[src/rtl/out_pattern_gen.sv]
// Programmable pulse-train generator: out high for N_REG clocks, low for M_REG clocks,
// periodic or one-shot, with deferred stop and load-at-next-phase semantics.
`timescale 1ns/1ps
module out_pattern_gen #(
   parameter int unsigned W          = 4,
   parameter int unsigned N_DEF      = 3,
   parameter int unsigned M_DEF      = 1,
   parameter bit          AUTO_START = 1'b1
) (
   input  logic         clock,
   input  logic         reset,
   input  logic         start,
   input  logic         mode,
   input  logic         stop,
   input  logic         load,
   input  logic [W-1:0] n_in,
   input  logic [W-1:0] m_in,
   output logic         out,
   output logic         busy,
   output logic         done
);

   typedef enum logic [1:0] {
      IDLE,
      HIGH,
      LOW
   } state_t;

   localparam logic [W-1:0] ONE = W'(1);

   state_t       state;
   logic [W-1:0] count;
   logic [W-1:0] n_reg;
   logic [W-1:0] m_reg;
   logic         stop_pend;
   logic         start_pend;
   logic         mode_reg;

   always_ff @(posedge clock) begin
      if (reset) begin
         state      <= IDLE;
         out        <= 1'b0;
         busy       <= 1'b0;
         done       <= 1'b0;
         count      <= '0;
         n_reg      <= W'(N_DEF);
         m_reg      <= W'(M_DEF);
         stop_pend  <= 1'b0;
         mode_reg   <= 1'b0;
         start_pend <= AUTO_START;
      end else begin
         done <= 1'b0;

         // Phase lengths are sampled from n_reg/m_reg only at phase entry, so a
         // load here never alters the phase already counting.
         if (load) begin
            n_reg <= (n_in == '0) ? ONE : n_in;
            m_reg <= (m_in == '0) ? ONE : m_in;
         end

         unique case (state)
            IDLE: begin
               if (stop) begin
                  start_pend <= 1'b0;
               end else if (start || start_pend) begin
                  state      <= HIGH;
                  out        <= 1'b1;
                  busy       <= 1'b1;
                  count      <= n_reg;
                  start_pend <= 1'b0;
                  mode_reg   <= start ? mode : 1'b0;
               end
            end

            HIGH: begin
               if (stop) stop_pend <= 1'b1;
               if (count != ONE) begin
                  count <= count - ONE;
               end else begin
                  state <= LOW;
                  out   <= 1'b0;
                  count <= m_reg;
               end
            end

            LOW: begin
               if (stop) stop_pend <= 1'b1;
               if (count != ONE) begin
                  count <= count - ONE;
               end else if (!mode_reg && !stop_pend) begin
                  state <= HIGH;
                  out   <= 1'b1;
                  count <= n_reg;
               end else begin
                  // End of run clears any stop that arrived in this final cycle too.
                  state     <= IDLE;
                  busy      <= 1'b0;
                  done      <= 1'b1;
                  stop_pend <= 1'b0;
               end
            end

            default: begin
               state <= IDLE;
               out   <= 1'b0;
               busy  <= 1'b0;
            end
         endcase
      end
   end

endmodule
[config.mk]
export PLATFORM = sky130hd
export DESIGN_NAME = out_pattern_gen
export DESIGN_NICKNAME = d
export VERILOG_FILES = /design/src/rtl/out_pattern_gen.sv
export SDC_FILE = /design/constraint.sdc
export NUM_CORES = 1
export LEC_CHECK = 0
export ABC_AREA = 1
export CORE_ASPECT_RATIO = 0.75
export CORE_MARGIN = 1
export CORE_UTILIZATION = 30
export DETAILED_ROUTE_END_ITERATION = 16
export PLACE_DENSITY = 0.61
export SYNTH_ARGS = -nofsm -noshare
export SYNTH_HDL_FRONTEND = slang
export SYNTH_SLANG_ARGS = --single-unit
[constraint.sdc]
create_clock -name clock -period 1.4 [get_ports clock]
set_input_delay 0.28 -clock clock [delete_from_list [all_inputs] [get_ports clock]]
set_output_delay 0.28 -clock clock [all_outputs]
set_load 0.05 [all_outputs]
==> flow_summary.yaml, run 1 <==
drt:
  post-route-drc-count: 0
  ant_nets: 0
  drt-total-wl_um: 2813
  drt-vias-per-instance: 4.401
  drt_pass1_iterations: 4
  route.vias.total: 1175
  wl_per_cell_um: 10.54
  detail_route.iter0.violations: 46
worst_setup_path:
  end_kind: "flop"
  path_max_fanout: 7
  path_class: "flop to flop"
  start_kind: "flop"
  critPathArrivalTime_ps: 1470
  timing.critical_path.required_ps: 1560
sta:
  report.final.hold_viol_count: 0
  timing.fmax_ghz: 0.7637
  timing_worst_slew_pin_value_ps: 239.2
  setup_tns_ps: 0
  layout_worst_path_cycle_share_pct: 93.53
  rsz0062_at_grt: "no"
  setup_viol: 0
  finalMaxSlewViolations: 0
  period_minus_slack_ps: 1309
  worst_setup_skew_after_layout_ps: 1.286
  worst_slew_margin_rel_pct: 83.85
status:
  result_of_the_run: "finished clean"
global_route:
  global_route_total_overflow: 0
  grt_start_max_net_pins: 12
  grt_first_pass_wirelength_um: 4671
  first_global_vias: 1034
  grt_util_all_layers_pct: 14.46
  grt_antenna_before_repair: 0
final_layout:
  num_antenna_cells: 0
  post-route-util_pct: 45.93
  sequential_cell_area_um2: 412.9
  num-nets-final: 236
  multi_input_gate_area_um2: 739.5
  syn_to_final_growth_pct: 43.16
  num-fill-cells: 387
  final_layout_size_suffix_gt1_share_pct: 25.12
clock_network:
  cts_inserted_buffers: 3
  cts.reportedPaths.clkPinSlew_ps: 80
  tritoncts: "yes"
  cts-htree-levels: 1
  cts-root-to-sink-buffers: 2
  ctsRootBufferMaster: "clkbuf_8"
  clock_sink_count: 20
  clock_latency_ps: 260
power_and_ir_drop:
  vdd_ir_drop_max_v: 0.001233
  power.density_mw_per_mm2: 2033
  p_leak_nw: 0.7935
synth:
  synth.cell_area_mm2: 0.001197
  synth_top_area_share_pct: 33.44
  synthesis.nets: 200
  syn_avg_cell_area_um2: 6.652
  synth_cells: 180
  seq_total_area_yosys_pct: 33.44
  synth_area_leaders: "dfxtp_1, nand2_1, inv_1"
  synth-warning-count: 0
  ys_seq_elements: 20
  ys_types: 26
  synth_area_leader_cell: "dfxtp_1"
die:
  starting_utilization_of_the_core_area_pct: 32.08
  pin_count: 17
  design.core.area_mm2: 0.003732
  fp.dieW_um: 74.95
  floorplan.die.height_um: 56.72
  num_rows: 19
  die_area_mm2: 0.004251
placed_design:
  count_of_port_buffers_added_during_placement: 16
  gpl.final_weighted_congestion: 0.8084
  dpl.hpwl_um: 2163
job:
  number_of_max_cap_violations: 0
worst_hold_path:
  hold_path_class: "flop to flop"
synthesized netlist by cell type (all sizes together):
cell / instances
nand3b: 3
clkbuf: 1
nor3: 1
clkinv: 1
nor2: 26
o21bai: 1
ha: 6
dfxtp: 20
o211ai: 1
o2111ai: 1
nand2: 46
o21ai: 17
buf: 2
nand3: 12
o41ai: 1
a21oi: 12
inv: 29
placed cells by master, fill, tap and decap left out, drive strengths merged:
master / Yosys / layout
nand3b: 3 / 3
nor3: 1 / 1
inv: 29 / 29
clkbuf: 1 / 4
a21oi: 12 / 12
dfxtp: 20 / 20
clkinv: 1 / 1
o2111ai: 1 / 1
nand3: 12 / 12
nor2: 26 / 26
clkdlybuf4s50: 0 / 13
nand2: 46 / 46
o41ai: 1 / 1
o211ai: 1 / 1
ha: 6 / 6
buf: 2 / 21
o21bai: 1 / 1
o21ai: 17 / 17
path summary, 6_finish.rpt:
kind / start / endpoint / slack, ps / cells past startpoint
min reg2reg: m_reg[1] / m_reg[1] / 470 / 2
min: m_reg[1] / m_reg[1] / 470 / 2
max reg2reg: state[0] / count[1] / 90 / 8
max: state[0] / count[1] / 90 / 8
metal layers:
metal / vias up / share of wire [%] / routed length [um] / GRT usage, %
li1: 644 / - / - / -
met5: - / 0 / 0 / 0
met2: 21 / 40 / 1123 / 18.66
met3: 2 / 4.4 / 123 / 3.770
met1: 508 / 55 / 1558 / 23.77
met4: 0 / 0.28 / 8 / 1.617
layout make-up:
| class | instances | share of cell area, % |
|---|---|---|
| inverter | 30 | 6.788 |
| timing repair buffer | 34 | 18.98 |
| clock buffer | 4 | 3.212 |
| multi-input combinational | 127 | 43.14 |
| tap | 52 | 3.796 |
| sequential | 20 | 24.09 |
cell families (layout without fill, tap and decap cells):
family / Yosys count / count (layout) / share of synthesized area [%]
AOI/OAI and AO/OA: 33 / 33 / 16.41
buffers and inverters: 33 / 68 / 10.66
and+or+nand+nor: 88 / 88 / 33.23
adders and majority gates: 6 / 6 / 6.269
DFF: 20 / 20 / 33.44
timing repair:
action / 4_1_cts / 5_1_grt
setup endpoints to repair: 4 / 9
buffers inserted: 0 / 2
pin swaps: 1 / 7
gates resized for setup: 3 / 22
hold buffers: 0 / 0
critical path: stages (launching register included):
cell and delay [ps]:
dfxtp_4 350, buf_4 130, ha_2 180, inv_2 70, nand3_2 80, nor2_4 180, nand2_1 70, nor2_1 100
nor2_1 40
through the flow:
stage	instances	power, mW	hold WS, ps	cell area [um2]	setup WS, ps
2_1_floorplan	180	2.149	349.1	1197	76.40
3_3_place_gp	261	2.754	451.6	1559	-145.0
3_5_place_dp	261	2.755	457.2	1559	-150.0
4_1_cts	265	3.243	468.6	1624	11.57
5_1_grt	267	3.781	475.5	1714	0.5318
6_report	267	3.484	465.7	1714	90.54
where the power goes:
part	internal, mW	leakage (nW)	total, mW	switching (mW)
registers	0.741	0.168	0.910	0.169
clock network	0.251	0.0288	0.451	0.200
logic	0.931	0.597	2.12	1.19
(Power assumes the default switching activity.)
==> run 2: changes to the inputs <==
--- a/config.mk
+++ b/config.mk
@@ -6,6 +6,7 @@
 export NUM_CORES = 1
 export LEC_CHECK = 0
 export ABC_AREA = 1
+export CAP_MARGIN = 20
 export CORE_ASPECT_RATIO = 0.75
 export CORE_MARGIN = 1
 export CORE_UTILIZATION = 30
@@ -14,3 +15,4 @@
 export SYNTH_ARGS = -nofsm -noshare
 export SYNTH_HDL_FRONTEND = slang
 export SYNTH_SLANG_ARGS = --single-unit
+export TNS_END_PERCENT = 1
==> run 2 against run 1 <==
  * Via count is 0.17% lower
  * Critical endpoint unchanged
  * Flip-flop and latch count stayed put
  * Largest cell class unchanged
  * Largest power group unchanged
  * Clock power hardly changed
==> flow_summary.yaml, run 2 (synthesized netlist as in run 1, its figures left out) <==
global_route:
  grt_first_pass_wirelength_um: 4602
  grt_util_all_layers_pct: 14.24
  grt_antenna_before_repair: 0
  first_global_vias: 1018
  groute.layer.met3.usage_pct: 3.770
  grt_use_met2_pct: 18.40
  grt-busiest-layer: "met1"
  global_route_total_overflow: 0
  grt_start_max_net_pins: 12
  grt.met1_usage_pct: 23.33
sta:
  timing.fmax_ghz: 0.7460
  timing_worst_slew_pin_value_ps: 239.2
  layout_worst_path_cycle_share_pct: 95.75
  worst_slew_margin_rel_pct: 83.85
  period_minus_slack_ps: 1340
  setup_viol: 0
  finalMaxSlewViolations: 0
  setup_slack_after_layout_ps: 59.54
  report.final.hold_viol_count: 0
  worst_setup_skew_after_layout_ps: 3.311
  holdWs_ps: 465.7
worst_setup_path:
  end_kind: "flop"
  timing.critical_path.required_ps: 1560
  path_class: "flop to flop"
  path_cells: "buf_4 -> ha_2 -> inv_2 -> nand3_2 -> nor2_4 -> nand2_1 -> nor2_1 -> nor2_1"
  start_kind: "flop"
  critical_path.most_common_cell: "nor2_1"
  path_max_fanout: 7
  cpPeakStageDelay_ps: 350
  critPathArrivalTime_ps: 1500
  critical_path.slowest_cell: "dfxtp_4"
final_layout:
  final_layout_size_suffix_gt1_share_pct: 25.12
  multi_input_gate_area_um2: 739.5
  sequential_cell_area_um2: 412.9
  layout.cells.most_common_list: "nand2_1, inv_1, nor2_1, buf_4, dfxtp_1"
  num_antenna_cells: 0
  syn_to_final_growth_pct: 43.16
  non_filler_instance_count_after_layout: 267
  layout.cells.most_common: "nand2_1"
  num-fill-cells: 388
  post-route-util_pct: 45.93
  num-nets-final: 236
clock_network:
  cts-htree-levels: 1
  cts_inserted_buffers: 3
  clock_sink_count: 20
  ctsRootBufferMaster: "clkbuf_8"
  cts-root-to-sink-buffers: 2
  tritoncts: "yes"
  clock_latency_ps: 260
  cts.reportedPaths.clkPinSlew_ps: 80
die:
  design.core.area_mm2: 0.003732
  floorplan.die.height_um: 56.72
  starting_utilization_of_the_core_area_pct: 32.08
  pin_count: 17
  die_area_mm2: 0.004251
  fp.dieW_um: 74.95
  num_rows: 19
drt:
  drt_pass1_iterations: 4
  post-route-drc-count: 0
  wl_per_cell_um: 10.61
  drt-total-wl_um: 2834
  drt-vias-per-instance: 4.393
  ant_nets: 0
  detail_route.iter0.violations: 68
  route.vias.total: 1173
placed_design:
  count_of_port_buffers_added_during_placement: 16
  gpl.final_weighted_congestion: 0.8084
  dpl.hpwl_um: 2163
  placedCellCount: 261
  dp_slack_ps: -150.0
worst_hold_path:
  hold_path_class: "flop to flop"
power_and_ir_drop:
  power.density_mw_per_mm2: 2037
  cell_internal_pwr_mw: 1.926
  total_power_mw: 3.492
  vdd_ir_drop_max_v: 0.001234
  clock_power_share_pct: 12.9
  power.share.switching_pct: 44.84
  net_load_switching_power_mw: 1.566
  combPwrFrac_pct: 61.0
  sequentialPowerShare_pct: 26.1
  p_leak_nw: 0.7929
job:
  number_of_max_cap_violations: 0
status:
  result_of_the_run: "finished clean"
run 2: critical path, delay by kind of cell, from the launching register on:
kind / cells / cell delay, ps
adder cells (fa/ha/maj): 1 / 180
buffers and inverters: 2 / 200
AND/OR/NAND/NOR: 5 / 500
flip-flops: 1 / 350
run 2: path summary, 6_finish.rpt:
path | from | to | slack, ps | cells after the start
min reg2reg | m_reg[1] | m_reg[1] | 470 | 2
min | m_reg[1] | m_reg[1] | 470 | 2
max reg2reg | state[0] | count[1] | 60 | 8
max | state[0] | count[1] | 60 | 8
run 2: metal layers:
| metal | up-vias | routed length (um) | part of all wire [%] |
|---|---|---|---|
| met4 | 0 | 8 | 0.28 |
| met1 | 504 | 1581 | 56 |
| met5 | - | 0 | 0 |
| met2 | 24 | 1120 | 40 |
| li1 | 643 | - | - |
| met3 | 2 | 123 | 4.3 |
run 2: area by class of cell:
| cell class | count | area share, % |
|---|---|---|
| Multi-Input combinational cell | 127 | 43.14 |
| Sequential cell | 20 | 24.09 |
| Timing Repair Buffer | 34 | 18.98 |
| Inverter | 30 | 6.788 |
| Tap cell | 52 | 3.796 |
| Clock buffer | 4 | 3.212 |
run 2: power by group through the flow:
stage | clock network, mW | logic (mW) | registers (mW)
CTS | 0.458 | 1.89 | 0.862
global placement | 0 | 1.88 | 0.877
floorplan | 0 | 1.23 | 0.918
finish | 0.451 | 2.13 | 0.911
detailed placement | 0 | 1.88 | 0.871
global route | 0.482 | 2.37 | 0.933
run 2: through the flow:
step / area, um2 / TNS, ps
global placement: 1559 / -691.3
global route: 1714 / -29.66
detailed placement: 1559 / -776.1
floorplan: 1197 / 0
CTS: 1617 / -2.010
finish: 1714 / 0
run 2: what timing repair did:
action | CTS | global route
setup endpoints to repair | 4 | 9
pin swaps | 0 | 7
setup buffers | 0 | 2
hold buffers | 0 | 0
resized for setup | 1 | 24
